[config.mk]
export PLATFORM = sky130hd
export DESIGN_NAME = apb_timer_slave
export DESIGN_NICKNAME = d
export VERILOG_FILES = /design/src/rtl/apb_timer_slave.sv
export SDC_FILE = /design/constraint.sdc
export NUM_CORES = 1
export LEC_CHECK = 0
export CAP_MARGIN = 0
export CORE_UTILIZATION = 25
export DETAILED_ROUTE_END_ITERATION = 6
export HOLD_SLACK_MARGIN = 0.05
export PLACE_DENSITY_LB_ADDON = 0.25
export SLEW_MARGIN = 20
export SYNTH_ARGS = -nofsm -noshare
export SYNTH_HDL_FRONTEND = slang
export SYNTH_SLANG_ARGS = --single-unit
[constraint.sdc]
create_clock -name Hclk -period 5.5 [get_ports Hclk]
set_input_delay 1.1 -clock Hclk [delete_from_list [all_inputs] [get_ports Hclk]]
set_output_delay 1.1 -clock Hclk [all_outputs]
set_load 0.05 [all_outputs]
[src/rtl/apb_timer_slave.sv]
// Zero-wait-state APB timer slave: prescaled down-counter with reload, sticky
// expiry flag, level interrupt, scratch and ID registers.
module apb_timer_slave #(
    parameter logic [31:0] BASE_ADDR = 32'h0000_0000,
    parameter int          WIDTH     = 16,
    parameter logic [31:0] ID_VALUE  = 32'hA9B0_0001
) (
    input  logic        Hclk,
    input  logic        Hrstn,
    input  logic        Pselx,
    input  logic        Penable,
    input  logic        Pwrite,
    input  logic [31:0] Paddr,
    input  logic [31:0] Pwdata,
    output logic [31:0] Prdata,
    output logic        irq
);

    localparam logic [2:0] REG_CTRL    = 3'd0;
    localparam logic [2:0] REG_LOAD    = 3'd1;
    localparam logic [2:0] REG_VALUE   = 3'd2;
    localparam logic [2:0] REG_STATUS  = 3'd3;
    localparam logic [2:0] REG_SCRATCH = 3'd4;
    localparam logic [2:0] REG_ID      = 3'd5;

    logic             ctrl_en;
    logic             ctrl_auto;
    logic             ctrl_irq_en;
    logic [7:0]       ctrl_prescale;
    logic [WIDTH-1:0] load_q;
    logic [WIDTH-1:0] value_q;
    logic             expired_q;
    logic [31:0]      scratch_q;
    logic [7:0]       presc_cnt;

    logic             hit;
    logic             wr_en;
    logic             rd_en;
    logic [2:0]       reg_sel;
    logic             tick;
    logic             at_zero;
    logic [31:0]      rd_data;
    logic             unused_addr_bits;

    assign unused_addr_bits = ^Paddr[1:0];

    assign hit     = Pselx && (Paddr[31:5] == BASE_ADDR[31:5]);
    assign wr_en   = hit && Penable && Pwrite;
    assign rd_en   = hit && !Penable && !Pwrite;
    assign reg_sel = Paddr[4:2];

    assign tick    = ctrl_en && (presc_cnt == ctrl_prescale);
    assign at_zero = (value_q == '0);

    // Both operands are flops, so irq has no path from the APB inputs.
    assign irq = expired_q && ctrl_irq_en;

    // NOTE: every signal assigned in always_comb gets a default first so no latch is inferred.
    always_comb begin
        rd_data = '0;
        case (reg_sel)
            REG_CTRL:    rd_data = {16'd0, ctrl_prescale, 5'd0, ctrl_irq_en, ctrl_auto, ctrl_en};
            REG_LOAD:    rd_data[WIDTH-1:0] = load_q;
            REG_VALUE:   rd_data[WIDTH-1:0] = value_q;
            REG_STATUS:  rd_data[0] = expired_q;
            REG_SCRATCH: rd_data = scratch_q;
            REG_ID:      rd_data = ID_VALUE;
            default:     rd_data = '0;
        endcase
    end

    // NOTE: sequential state uses non-blocking assignments so all flops update together at the edge.
    always_ff @(posedge Hclk or negedge Hrstn) begin
        if (!Hrstn) begin
            ctrl_en       <= 1'b0;
            ctrl_auto     <= 1'b0;
            ctrl_irq_en   <= 1'b0;
            ctrl_prescale <= '0;
        end else if (wr_en && reg_sel == REG_CTRL) begin
            // A software write takes priority over the one-shot hardware EN clear.
            ctrl_en       <= Pwdata[0];
            ctrl_auto     <= Pwdata[1];
            ctrl_irq_en   <= Pwdata[2];
            ctrl_prescale <= Pwdata[15:8];
        end else if (tick && at_zero && !ctrl_auto) begin
            ctrl_en <= 1'b0;
        end
    end

    always_ff @(posedge Hclk or negedge Hrstn) begin
        if (!Hrstn) begin
            load_q    <= '0;
            value_q   <= '0;
            presc_cnt <= '0;
        end else if (wr_en && reg_sel == REG_LOAD) begin
            load_q    <= Pwdata[WIDTH-1:0];
            value_q   <= Pwdata[WIDTH-1:0];
            presc_cnt <= '0;
        end else if (ctrl_en) begin
            presc_cnt <= tick ? 8'd0 : presc_cnt + 8'd1;
            if (tick) begin
                if (!at_zero)
                    value_q <= value_q - WIDTH'(1);
                else if (ctrl_auto)
                    value_q <= load_q;
            end
        end
    end

    // Expiry is suppressed by a same-edge LOAD write; a same-edge W1C loses to it.
    always_ff @(posedge Hclk or negedge Hrstn) begin
        if (!Hrstn)
            expired_q <= 1'b0;
        else if (tick && at_zero && !(wr_en && reg_sel == REG_LOAD))
            expired_q <= 1'b1;
        else if (wr_en && reg_sel == REG_STATUS && Pwdata[0])
            expired_q <= 1'b0;
    end

    // NOTE: every register here is a real flop with an async reset; nothing is left uninitialised.
    always_ff @(posedge Hclk or negedge Hrstn) begin
        if (!Hrstn)
            scratch_q <= '0;
        else if (wr_en && reg_sel == REG_SCRATCH)
            scratch_q <= Pwdata;
    end

    // Captured in the setup phase so the bridge sees a stable value in the enable phase.
    always_ff @(posedge Hclk or negedge Hrstn) begin
        if (!Hrstn)
            Prdata <= '0;
        else if (rd_en)
            Prdata <= rd_data;
    end

endmodule

==> metrics.txt <==
status=finished, violations left; failing checks=DRC; Setup CP Type=in -> reg; Crit path arrival time=3.72 ns; clock-pin slew on the worst setup and hold paths=0.05 ns; final setup vio count=0; design area=8031 µm²; DPL Wire Length=12480 µm; share of layout cells above drive strength 1=16.71%; FF-to-FF End=value_q[6]$_DFFE_PN0P_; GR Util met1=20.44%; static leakage=3.461 nW; Placed Cells=999; gr usage total=14.71%; async set-reset flop share out of synthesis=100.0%; CP max FO=12; CTS tree=done; chip width=159.2 µm; std cell rows=57; Detailed Routing Iterations Pass 1=7; relative slew slack=46.61%; Layout Utilization=33.12%; HP Start=Prdata[22]$_DFFE_PN0P_; Final Slew Violations=0; commonest cells after routing, fill and taps aside=dfrtp_1 (116), clkdlybuf4s50_1 (98), nand2_1 (74), mux2_2 (46), nor2_1 (42); vias in the first global route=4988; Tcrit/Tclk final=62.11%; number of synthesized flops with an enable pin=0; Overflow after GRT=0; Synth warnings=0; RSZ-0062 raised after global routing=no; Initial Util=25.46%; CP Launch Type=input port; Post-Syn Area=6175 µm²; Reg2Reg Setup Slack=2.74 ns; DRC=4; detail-routed net length per standard cell=17.49 µm; vias=5033; fmax=292.7 MHz; initial antenna violation count=0; ANT cells=0; Gate Count Post-Synth=606; Mapped Avg Cell Area=10.19 µm²; H-tree depth=4; CP required=5.80 ns; Routed WL=18010 µm; Worst-Margin Slew=0.8009 ns; die height=159.2 µm; r2r worst-path depth=7; worst skew pair latency=0.42 ns; CTS sink cnt=116; PwrDens=249.3 nW/µm²; Critical R2R Launch=value_q[0]$_DFFE_PN0P_; DIE AREA=25330 µm²; Setup TNS Final=0 ns; post-synthesis sequential area ratio=47.01%; Synth cell types=58; port bufs=99; Clock Skew=0.01149 ns; post-CTS resize count=0; via/cell ratio=4.886; largest net degree at the start of global routing=47; minimum clock period=3.416 ns; met3 Track Usage GR=2.970%; nets=766; hold-fix buffers at CTS=0; CP startpoint=Paddr[7]; share of Yosys cell area claimed by the top area cell type=47.01%; Top FF cell, synth=dfrtp_1; CTS Root Cell=clkbuf_16; Num CTS Buffers=17; Core Footprint=24250 µm²; ANT nets after route=0; Hold Path End=Prdata[22]$_DFFE_PN0P_; area growth from synthesis to layout=30.07%; post-CTS setup buffers=0; Placed Area=7486 µm²; Hold Path Class=reg -> reg; commonest non-fill, non-tap cell in the layout=dfrtp_1; GRT met2 Usage=22.47%; Yosys top cell by area=dfrtp_1; IO Count=102; final std cells w/o fill=1030; Most Used Layer, Global Route=met2; main area contributors after synthesis=dfrtp_1 (47%), mux2_2 (8.4%), nand2_1 (4.5%), mux2i_1 (3.2%), a21oi_1 (3.2%); VDD IR-drop max=0.0001658 V; Synth Register Bits=116; Iteration-0 DRC Markers=324; first-pass GRT wire length=28880 µm; final hold violation count=0; hold slack=0.4642 ns; Bufs on Longest Clock Path=2; WHS Path Cells=2; Post-Syn Nets=678; CP endpoint kind=flop; GP Congestion=0.7991; Max-cap violations=0
==> cell type report <==
class	count	area (µm²)
Timing Repair Buffer	114	1101
Tap cell	324	405.4
Inverter	6	22.52
Fill cell	2502	16220
Sequential cell	116	2903
Clock buffer	22	464.2
Multi-Input combinational cell	439	3054
Clock inverter	9	81.33
==> cells in the mapped netlist, types with 4 or more instances <==
library cell / n
nand2_1: 74
inv_1: 6
and2_1: 5
o21a_1: 4
a2bb2oi_1: 7
nor3b_1: 4
o32ai_1: 5
nor3_1: 15
or4_1: 8
dfrtp_1: 116
or3_1: 4
a22oi_1: 5
mux2_2: 46
o31a_1: 5
clkbuf_1: 34
a21o_1: 5
nor4_4: 4
nand4_1: 14
nor4_2: 8
o21ai_0: 25
xor2_1: 10
buf_2: 5
mux2_4: 5
nor2b_1: 5
nand3_1: 19
nor4_1: 8
nor2_1: 42
mux2i_1: 20
xnor2_1: 4
o31ai_1: 6
a21oi_1: 39
==> per-stage QoR <==
step | setup slack (ns) | power, mW
after floorplan | 2.604 | 0.8955
after global placement | 1.628 | 0.9859
after detailed placement | 1.642 | 0.9857
after CTS | 2.068 | 2.023
after global routing | 1.913 | 2.063
final | 2.084 | 2.002
==> power breakdown <==
| group | leakage (nW) | internal (mW) | switching (mW) | total, mW |
|---|---|---|---|---|
| Combinational | 1.66 | 0.0556 | 0.0588 | 0.114 |
| Clock | 0.262 | 0.638 | 0.396 | 1.03 |
| Sequential | 1.54 | 0.854 | 0.0000000245 | 0.854 |
| Total | 3.46 | 1.55 | 0.454 | 2.00 |
==> worst max path at each step <==
stage	cells after the start	to
final	6	value_q[10]$_DFFE_PN0P_
after global routing	6	Prdata[0]$_DFFE_PN0P_
after CTS	6	ctrl_auto$_DFFE_PN0P_
after detailed placement	6	ctrl_auto$_DFFE_PN0P_
after global placement	6	ctrl_prescale[7]$_DFFE_PN0P_
after floorplan	6	value_q[11]$_DFFE_PN0P_
==> registers in the layout, indices dropped and copies added, names as in the netlist <==
signal         cells
presc_cnt          8
ctrl_prescale      8
ctrl_irq_en        1
expired_q          1
value_q           16
load_q            16
ctrl_en            1
ctrl_auto          1
Prdata            32
scratch_q         32
==> layer usage <==
layer / up-vias / share of wire (%)
met1: 2476 / 48
met4: 0 / 1.7
met2: 141 / 45
met3: 25 / 5.4
li1: 2391 / -
met5: - / 0
==> logic make-up (layout without fill, tap and decap cells) <==
family                   Yosys count  after routing  synth area share, %
flip-flops                       116            116                47.01
buffers and inverters             51            151                3.627
adder cells (fa/ha/maj)            3              3               0.6080
multiplexers                      74             74                13.39
XOR/XNOR                          14             14                1.986
AO/OA/AOI/OAI                    118            118                12.44
AND/OR/NAND/NOR                  230            230                20.93
==> worst max-delay path, stage by stage <==
cell and delay, ns:
clkdlybuf4s50_1 0.45, nor4_4 0.38, and4_1 0.53, nand3_1 0.59, a32o_1 0.42, mux2_2 0.25
Note: power is estimated with default switching activity, not from simulation.
